<file path="src/rtl/dcd_fwd_unit.sv">
// Decode-stage operand forwarding and load-use hazard unit with a DEPTH-slot destination shadow pipeline.
// Optional build macro DCD_FWD_STATS_EN adds saturating stall_cnt / fwd_cnt outputs.
module dcd_fwd_unit #(
   parameter int unsigned WORD_WIDTH     = 32,
   parameter int unsigned REG_ADDR_WIDTH = 5,
   parameter int unsigned NUM_SRC        = 2,
   parameter int unsigned DEPTH          = 3
) (
   input  logic                               clk,
   input  logic                               rst_n,
   input  logic                               inst_valid,
   input  logic [NUM_SRC*REG_ADDR_WIDTH-1:0]  rs_tag,
   input  logic [NUM_SRC-1:0]                 rs_used,
   input  logic [NUM_SRC*WORD_WIDTH-1:0]      reg_data_out,
   input  logic [REG_ADDR_WIDTH-1:0]          rd_tag,
   input  logic                               rd_wren,
   input  logic                               pipe_adv,
   input  logic                               flush,
   input  logic [DEPTH*WORD_WIDTH-1:0]        stg_data,
   input  logic [DEPTH-1:0]                   stg_data_vld,
   output logic [NUM_SRC*WORD_WIDTH-1:0]      rs_pipe_data,
   output logic [NUM_SRC-1:0]                 fwd_hit,
   output logic                               stall
`ifdef DCD_FWD_STATS_EN
   ,
   output logic [31:0]                        stall_cnt,
   output logic [31:0]                        fwd_cnt
`endif
);

   logic [REG_ADDR_WIDTH-1:0] slot_tag [DEPTH];
   logic [DEPTH-1:0]          slot_wren;
   logic [REG_ADDR_WIDTH-1:0] tag_nxt  [DEPTH];
   logic [DEPTH-1:0]          wren_nxt;
   logic [NUM_SRC-1:0]        pending;
   logic                      insert;

   assign insert = inst_valid & ~stall;

   always_comb begin
      wren_nxt = slot_wren;
      for (int unsigned i = 0; i < DEPTH; i++) begin
         tag_nxt[i] = slot_tag[i];
      end
      if (pipe_adv) begin
         for (int unsigned i = 1; i < DEPTH; i++) begin
            tag_nxt[i]  = slot_tag[i-1];
            wren_nxt[i] = slot_wren[i-1];
         end
         tag_nxt[0]  = insert ? rd_tag : '0;
         wren_nxt[0] = insert & rd_wren;
      end
      // Flush squashes every wrong-path slot; the writeback slot keeps its own entry
      // rather than taking the squashed one shifting into it.
      if (flush) begin
         for (int unsigned i = 0; i + 1 < DEPTH; i++) begin
            wren_nxt[i] = 1'b0;
         end
         if (DEPTH > 1) begin
            tag_nxt[DEPTH-1]  = slot_tag[DEPTH-1];
            wren_nxt[DEPTH-1] = slot_wren[DEPTH-1];
         end else begin
            wren_nxt[0] = 1'b0;
         end
      end
   end

   always_ff @(posedge clk or negedge rst_n) begin
      if (!rst_n) begin
         slot_wren <= '0;
         for (int unsigned i = 0; i < DEPTH; i++) begin
            slot_tag[i] <= '0;
         end
      end else if (pipe_adv || flush) begin
         slot_wren <= wren_nxt;
         for (int unsigned i = 0; i < DEPTH; i++) begin
            slot_tag[i] <= tag_nxt[i];
         end
      end
   end

   for (genvar k = 0; k < NUM_SRC; k++) begin : g_src
      logic [REG_ADDR_WIDTH-1:0] src_tag;
      logic [WORD_WIDTH-1:0]     src_data;
      logic                      src_hit;
      logic                      src_pend;
      logic                      found;

      assign src_tag = rs_tag[k*REG_ADDR_WIDTH +: REG_ADDR_WIDTH];

      // Scan from the youngest slot; the first match decides, older matches are ignored.
      always_comb begin
         src_data = reg_data_out[k*WORD_WIDTH +: WORD_WIDTH];
         src_hit  = 1'b0;
         src_pend = 1'b0;
         found    = 1'b0;
         for (int unsigned i = 0; i < DEPTH; i++) begin
            if (!found && slot_wren[i] && (slot_tag[i] == src_tag) && (src_tag != '0)) begin
               found = 1'b1;
               if (stg_data_vld[i]) begin
                  src_data = stg_data[i*WORD_WIDTH +: WORD_WIDTH];
                  src_hit  = 1'b1;
               end else begin
                  src_pend = 1'b1;
               end
            end
         end
      end

      assign rs_pipe_data[k*WORD_WIDTH +: WORD_WIDTH] = src_data;
      assign fwd_hit[k] = src_hit;
      assign pending[k] = src_pend;
   end

   assign stall = inst_valid & (|(pending & rs_used));

`ifdef DCD_FWD_STATS_EN
   logic fwd_issue;

   assign fwd_issue = insert & (|(fwd_hit & rs_used));

   always_ff @(posedge clk or negedge rst_n) begin
      if (!rst_n) begin
         stall_cnt <= '0;
         fwd_cnt   <= '0;
      end else begin
         if (stall && (stall_cnt != '1)) begin
            stall_cnt <= stall_cnt + 32'd1;
         end
         if (fwd_issue && (fwd_cnt != '1)) begin
            fwd_cnt <= fwd_cnt + 32'd1;
         end
      end
   end
`else
`endif

endmodule

</file>
<file path="config.mk">
export PLATFORM = sky130hd
export DESIGN_NAME = dcd_fwd_unit
export DESIGN_NICKNAME = d
export VERILOG_FILES = /design/src/rtl/dcd_fwd_unit.sv
export SDC_FILE = /design/constraint.sdc
export NUM_CORES = 1
export LEC_CHECK = 0
export ABC_AREA = 0
export CORE_MARGIN = 5
export CORE_UTILIZATION = 38
export CTS_CLUSTER_SIZE = 12
export DETAILED_ROUTE_END_ITERATION = 6
export GPL_ROUTABILITY_DRIVEN = 0
export GPL_TIMING_DRIVEN = 1
export PLACE_DENSITY = 0.95
export SYNTH_ARGS = -nofsm -noshare
export SYNTH_HDL_FRONTEND = slang
export SYNTH_SLANG_ARGS = --single-unit
</file>
<file path="constraint.sdc">
create_clock -name clk -period 4.72 [get_ports clk]
set_input_delay 0.944 -clock clk [delete_from_list [all_inputs] [get_ports clk]]
set_output_delay 0.944 -clock clk [all_outputs]
set_load 0.01 [all_outputs]
</file>
Word level (Yosys, flattened, before mapping)
Index checks and enable logic that the tools add are counted.

Add/subtract/negate cells: 0. Multiply operators: 0. Div/mod/pow operators: 0. $lt $le $gt $ge: 0. Eq/ne operators: 6. Shifts and indexed selects: 0. Multiplexer cells: 41. Bitwise operators: 6. Reduce and logical (&&, ||, !) cells: 28.

Operator list (number): $mux W32 (12); $eq A5 B5 Y1 (6); $mux W1 (26); $logic_and A1 B1 Y1 (16); $reduce_bool A5 Y1 (2); $mux W5 (1); $logic_not A1 Y1 (4); $mux W2 (2); $reduce_and A2 Y1 (2); $and A1 B1 Y1 (3); $reduce_and A3 Y1 (1); $and A2 B2 Y2 (1); $not A1 Y1 (2); $reduce_bool A2 Y1 (1); $reduce_or A2 Y1 (1); $logic_or A1 B1 Y1 (1).

Bits in registers: 18. Latch bits: 0. Bits in writable memories: 0. Memory bits (read-only): 0. Memories kept: 0.

Depth between registers and ports, before layout
Gate-level depths: netlist of run 1.

Word-level depth: 22. Gate-level depth with buffers: 10.

Worst setup path before layout of run 1
OpenSTA, ideal clock, no wires.

Kind: input-to-output. Start point: input port rs_tag[6]. End point: output port rs_pipe_data[44]. Data arrival time: 2845 ps. Required time: 3776 ps. Path slack: 931 ps. Stages on the path: 9. Path buffers: 2. Path through: or4_4 > o211ai_2 > nor3_2 > or4b_4 > buf_6 > buf_12 > nand2_2 > o21ai_1 > o21ai_1.

Word-level cells in the longest chain between the ends: 14. Elaborated cells on any way between the ends: 21. Classes of those cells: 3 x eq/ne; 7 x mux; 11 x reduce/logical.

RTL lines: from (decl) (line 12) `input logic [NUM_SRC*REG_ADDR_WIDTH-1:0] rs_tag,`; $eq A5 B5 Y1 (line 98) `if (!found && slot_wren[i] && (slot_tag[i] == src_tag) && (src_tag != '0)) begin`; $logic_and A1 B1 Y1 (2 in series) (line 98); $mux W1 (line 98); $logic_not A1 Y1 (line 98); $logic_and A1 B1 Y1 (3 in series) (line 98); $mux W1 (line 98); $logic_not A1 Y1 (line 98); $logic_and A1 B1 Y1 (3 in series) (line 98); $mux W32 (*) (line 98); to (decl) (line 21) `output logic [NUM_SRC*WORD_WIDTH-1:0] rs_pipe_data,`.

Every way passes the cells marked *; elsewhere a longest branch is shown, timed or not.

Final worst setup path of run 1
Start point: input port rs_tag[8]. End point: output port rs_pipe_data[63].

The elaborated chain is that of the path after synthesis.

==> impl_metrics.env, run 1 <==
export IMPL_status="finished clean"
export IMPL_vias=4723
export IMPL_fin_nets=930
export IMPL_num_rows=34
export IMPL_synth_compound_area_share_pct=23.6
export IMPL_grt_max_degree=41
export IMPL_pre_cts_ws_ns=-0.236
export IMPL_cap_violations=0
export IMPL_finalMaxSlewViolations=0
export IMPL_syn_instance_count=482
export IMPL_synthAdderAreaFrac_pct=0
export IMPL_cts_root_buf="clkbuf_8"
export IMPL_timing_hold_ws_ns=0.580
export IMPL_wl_met2_microns=8160
export IMPL_wl_met1_microns=6000
export IMPL_rsz0062_at_grt="yes"
export IMPL_area_growth_pct=89.0
export IMPL_synth_area_sq_um=3340
export IMPL_worst_slack_ns=0.107
export IMPL_grt_pass1_wl_microns=25100
export IMPL_fmax_ghz=0.217
export IMPL_yosys_warnings=0
export IMPL_yosys_area_share_simple_pct=23.9
export IMPL_synth_top_family_by_area="simple AND/OR/NAND/NOR gates"
export IMPL_synthArstFlopShare_pct=100
export IMPL_path_class="primary input to primary output"
export IMPL_hp_class="flip-flop to flip-flop"
export IMPL_p_leak_nw=2.62
export IMPL_fp_dieW_microns=104
export IMPL_relSlewSlack_pct=48.3
export IMPL_post_dp_hpwl_microns=13200
export IMPL_dr_pass1_iters=5
export IMPL_setup_viol=0
export IMPL_core_area_sq_um=8640
export IMPL_clk_pin_slew_ns=0.06
export IMPL_synth_edf_count=0
export IMPL_ys_seq_elements=18
export IMPL_start_util_pct=38.7
export IMPL_cp_end_kind="primary output"
export IMPL_wl_per_cell_microns=19.0
export IMPL_yosysSeqAreaShare_pct=13.5
export IMPL_cts_tree="done"
export IMPL_post_route_period_util_pct=97.7
export IMPL_antenna_found_initial=0
export IMPL_start_kind="primary input"
export IMPL_gr_total_overflow=0
export IMPL_top_layer="met4"
export IMPL_synthDistinctLibCells=45
export IMPL_fin_crit_ns=4.61
export IMPL_h_tree_depth=1
export IMPL_p_per_area_nw_per_um2=115
export IMPL_routed_wl_microns=16200
export IMPL_cts_inserted_buffers=3
export IMPL_cts_buffer_depth=2
export IMPL_met3_length_microns=1100
export IMPL_ys_dominant_reg_cell="dfrtp_1"
export IMPL_fin_util_pct=73.1
export IMPL_crit_start="rs_tag[8]"
export IMPL_drc=0
export IMPL_first_iter_violations=172
export IMPL_hold_violations=0
export IMPL_die_h_microns=104
export IMPL_worstHoldStart="slot_tag[2]"
export IMPL_synth_area_per_cell_sq_um=6.93
export IMPL_num_fill_cells=652
export IMPL_insertion_delay_ns=0.24
export IMPL_cts_sinks=18
export IMPL_die_area_sq_um=10800
export IMPL_vdd_ir_drop_max_mv=0.227
export IMPL_antennaDiodeCount=0
export IMPL_arrival_ns=3.67
export IMPL_place_port_buffers=252
export IMPL_synth_xor_area_share_pct=7.87
export IMPL_ant_nets=0
export IMPL_vias_per_cell=5.55
export IMPL_fin_worst_skew_ns=0.00133
export IMPL_required_ns=3.78
export IMPL_postCtsHoldBufs=0
export IMPL_io_pins=253
export IMPL_synth_fp_nets=668
export IMPL_r2r_start="slot_tag[7]"
export IMPL_muxShareOfSynthArea_pct=23.2
export IMPL_worst_slew_pin_slew_ns=0.773
export IMPL_grt_pass1_vias=4784
export IMPL_drive_above_1_share_pct=16.0
export IMPL_crit_fanout=15
export IMPL_grt_use_total_pct=27.9
==> metrics by stage <==
stage               instances  TNS, ns  cell area, sq um  total power, W
floorplan                 482        0              3340        0.000335
global placement          837   -0.758              6190        0.000600
detailed placement        837    -8.16              6190        0.000617
CTS                       845        0              6260        0.000723
global route              851   -0.328              6310        0.000763
finish                    851        0              6310        0.000724
==> critical path, stage by stage <==
cell and delay (ns):
clkdlybuf4s50_1 0.42, buf_4 0.15, xor2_1 0.14, nor4_2 0.41, nand3_1 0.17, or4b_4 0.55
buf_4 0.17, buf_12 0.11, buf_12 0.14, o21ai_1 0.12, o21ai_0 0.08, clkdlybuf4s15_1 0.25
==> power breakdown <==
group,switching [W],internal (W)
clock network,0.0000452,0.0000738
registers,0.0000232,0.000171
logic,0.000159,0.000251
total,0.000227,0.000497
==> flip-flops by register name, indices dropped and copies added, names as in the netlist <==
register   count
slot_wren      3
slot_tag      15
==> cell type report <==
| type | count | area (sq um) | share of cell area (%) |
|---|---|---|---|
| Timing Repair Buffer | 298 | 2950 | 46.8 |
| Inverter | 8 | 30.0 | 0.476 |
| Sequential cell | 18 | 450 | 7.14 |
| Clock buffer | 4 | 55.1 | 0.872 |
| Multi-Input combinational cell | 415 | 2690 | 42.6 |
| Tap cell | 108 | 135 | 2.14 |
==> path summary, 6_finish.rpt <==
| check | depth (start not counted) | slack (ns) | end |
|---|---|---|---|
| worst max-delay path | 12 | 0.11 | rs_pipe_data[63] |
| worst min-delay path | 1 | 0.58 | slot_tag[2] |
| worst max register to register | 8 | 2.31 | slot_wren[0] |
| worst min register to register | 1 | 0.58 | slot_tag[2] |
| max in group asynchronous | 1 | 3.08 | slot_tag[4] |
| min in group asynchronous | 1 | 1.15 | slot_tag[12] |
==> layer usage <==
metal  vias to the layer above  GRT usage, %
met5                         -             0
met3                        78          5.72
li1                       2216             -
met4                         0          14.1
met2                       269          50.3
met1                      2160          30.7
==> Yosys cell counts (2+ instances only) <==
master	number	area share [%]
buf_1	2	0.22
buf_2	8	1.2
buf_4	3	0.67
buf_6	4	1.3
clkbuf_1	21	2.4
dfrtp_1	18	13
inv_1	8	0.90
mux2_2	11	3.7
mux2i_1	65	19
nand2_1	113	13
nand2_2	17	3.2
nand3_1	10	1.5
nor2_1	4	0.45
nor3_1	2	0.30
nor3_2	3	0.90
nor4_1	4	0.75
nor4bb_1	2	0.60
o21ai_0	63	9.4
o21ai_1	51	7.6
o21ai_2	15	3.9
o22ai_1	5	0.94
or3_1	2	0.37
xnor2_1	18	4.7
xor2_1	12	3.1
==> cell families after synthesis <==
family / after synthesis
compound gates: 140
xor+xnor: 30
buf+inv: 49
flops: 18
mux: 76
simple gates: 169
==> layout by cell type, fill, tap and decap left out, types with 2 or more instances in the layout <==
| cell type | n |
|---|---|
| clkdlybuf4s50_1 | 184 |
| buf_6 | 2 |
| dlygate4sd2_1 | 35 |
| o21ai_2 | 15 |
| clkdlybuf4s15_1 | 6 |
| buf_12 | 11 |
| inv_1 | 8 |
| or4_4 | 2 |
| nor2_1 | 4 |
| xor2_1 | 12 |
| xnor2_1 | 18 |
| buf_4 | 33 |
| mux2_2 | 11 |
| o21ai_0 | 62 |
| dfrtp_1 | 18 |
| o21ai_1 | 52 |
| o22ai_1 | 5 |
| mux2i_1 | 65 |
| clkbuf_8 | 4 |
| nor3_4 | 2 |
| nor4_2 | 2 |
| nor4bb_1 | 2 |
| or3_1 | 2 |
| nand2_1 | 113 |
| nand2_2 | 17 |
| nand3_1 | 10 |
| dlymetal6s2s_1 | 16 |
| nor3_2 | 3 |
| clkbuf_2 | 11 |
| nor4_1 | 2 |
==> repair_timing <==
item | 4_1_cts | 5_1_grt
resized for setup | 60 | 47
pin swaps | 2 | 3
endpoints found under the setup margin | 65 | 32
buffers inserted | 4 | 6
hold endpoints to repair | 0 | 0
(Power assumes the default switching activity.)
==> run 2, diff against run 1 <==
==> constraint.sdc (replaced) <==
create_clock -name clk -period 4.72 [get_ports clk]
set_input_delay 1.18 -clock clk [delete_from_list [all_inputs] [get_ports clk]]
set_output_delay 1.18 -clock clk [all_outputs]
set_load 0.01 [all_outputs]
==> impl_metrics.env, run 2 (synthesized netlist as in run 1, its figures left out) <==
export IMPL_start_kind="primary input"
export IMPL_insertion_delay_ns=0.24
export IMPL_wl_per_cell_microns=20.6
export IMPL_post_dp_hpwl_microns=13500
export IMPL_fin_util_pct=75.5
export IMPL_post_route_period_util_pct=99.4
export IMPL_crit_fanout=3
export IMPL_die_h_microns=104
export IMPL_hp_class="flip-flop to flip-flop"
export IMPL_cpMostUsedCell="buf_4"
export IMPL_worst_slew_pin_slew_ns=0.759
export IMPL_finalSetupTns_ns=0
export IMPL_p_leak_nw=2.66
export IMPL_slowest_delay_ns=0.41
export IMPL_cts_sinks=18
export IMPL_critPathSlowestCell="nor4_2"
export IMPL_hold_violations=0
export IMPL_cts_root_buf="clkbuf_8"
export IMPL_relSlewSlack_pct=49.2
export IMPL_num_rows=34
export IMPL_fin_crit_ns=4.69
export IMPL_status="finished clean"
export IMPL_drc=0
export IMPL_start_util_pct=38.7
export IMPL_layout_commonest_cell="clkdlybuf4s50_1"
export IMPL_grt_pass1_wl_microns=27500
export IMPL_p_per_area_nw_per_um2=112
export IMPL_cts_inserted_buffers=3
export IMPL_vias=5000
export IMPL_crit_path_cell_trace="dlygate4sd2_1 -> xor2_1 -> nor4_2 -> nand3_1 -> buf_4 -> buf_4 -> a41oi_1 -> o31ai_1 -> a32o_1 -> and2_1 -> clkdlybuf4s15_1"
export IMPL_finalMaxSlewViolations=0
export IMPL_grt_use_total_pct=30.8
export IMPL_antenna_found_initial=0
export IMPL_fp_dieW_microns=104
export IMPL_setup_viol=0
export IMPL_core_area_sq_um=8640
export IMPL_routed_wl_microns=18100
export IMPL_postCtsHoldBufs=0
export IMPL_dpl_cell_area_sq_um=6310
export IMPL_place_port_buffers=252
export IMPL_layout_common_cells="clkdlybuf4s50_1 (175), nand2_1 (113), o21ai_1 (68)"
export IMPL_die_area_sq_um=10800
export IMPL_vias_per_cell=5.68
export IMPL_cp_end_kind="primary output"
export IMPL_drive_above_1_share_pct=27.3
export IMPL_clk_pin_slew_ns=0.06
export IMPL_required_ns=3.54
export IMPL_grt_pass1_vias=5142
export IMPL_antennaDiodeCount=0
export IMPL_cts_tree="done"
export IMPL_first_iter_violations=275
export IMPL_cap_violations=0
export IMPL_arrival_ns=3.51
export IMPL_vdd_ir_drop_max_mv=0.232
export IMPL_grt_max_degree=29
export IMPL_largest_register_ffs=15
export IMPL_path_class="primary input to primary output"
export IMPL_dr_pass1_iters=5
export IMPL_num_fill_cells=615
export IMPL_gr_total_overflow=0
export IMPL_design_area_sq_um=6520
export IMPL_area_growth_pct=95.4
export IMPL_fin_nets=959
export IMPL_fin_worst_skew_ns=0.00204
export IMPL_top_register="slot_tag"
export IMPL_ant_nets=0
export IMPL_reg_top3="slot_tag: 15 flops, slot_wren: 3 flops"
export IMPL_cts_buffer_depth=2
export IMPL_io_pins=253
export IMPL_h_tree_depth=1
export IMPL_fmax_ghz=0.213
-- run 2: stage by stage --
| stage | hold slack (ns) | std cells | worst slack (ns) | power, W |
|---|---|---|---|---|
| floorplan | 0.513 | 482 | 0.459 | 0.000335 |
| global placement | 0.523 | 849 | -0.565 | 0.000602 |
| detailed placement | 0.560 | 849 | -0.644 | 0.000619 |
| CTS | 0.579 | 877 | 0.000443 | 0.000726 |
| global route | 0.622 | 880 | -0.00556 | 0.000771 |
| finish | 0.584 | 880 | 0.0267 | 0.000733 |
-- run 2: final cells by class --
class,count,area (sq um),area share [%]
Clock buffer,4,55.1,0.844
Inverter,8,30.0,0.460
Tap cell,108,135,2.07
Multi-Input combinational cell,416,2750,42.2
Timing Repair Buffer,326,3100,47.5
Sequential cell,18,450,6.90
-- run 2: final timing paths --
kind | startpoint | to | slack [ns] | cells after the start
worst max-delay path | rs_tag[5] | stall | 0.03 | 11
worst min-delay path | slot_wren[1] | slot_wren[2] | 0.58 | 1
worst max register to register | slot_tag[8] | slot_tag[11] | 2.12 | 10
worst min register to register | slot_wren[1] | slot_wren[2] | 0.58 | 1
max in group asynchronous | rst_n | slot_tag[1] | 2.86 | 1
min in group asynchronous | rst_n | slot_tag[13] | 1.38 | 1
-- run 2: critical path, delay by kind of cell --
kind	cells	cell delay [ns]
AO/OA/AOI/OAI	3	0.63
XOR/XNOR	1	0.15
buffers and inverters	4	0.82
AND/OR/NAND/NOR	3	0.74
-- run 2: power by group --
group	internal [W]	total, W	switching (W)
clock	0.0000738	0.000119	0.0000448
combinational	0.000246	0.000418	0.000171
sequential	0.000171	0.000197	0.0000258
-- run 2: layer usage --
metal | track usage [%] | up-vias | share of wire (%) | wire, microns
met2 | 56.6 | 326 | 51 | 9230
met4 | 12.9 | 0 | 4.6 | 842
met3 | 5.72 | 71 | 8.7 | 1580
met5 | 0 | - | 0 | 0
li1 | - | 2285 | - | -
met1 | 34.4 | 2318 | 36 | 6470
-- run 2: timing repair --
action | in CTS | in global routing
cloned | 6 | 2
pin swaps | 14 | 13
hold endpoints to repair | 0 | 0
buffers inserted | 18 | 1
gates resized for setup | 269 | 67
endpoints found under the setup margin | 67 | 67
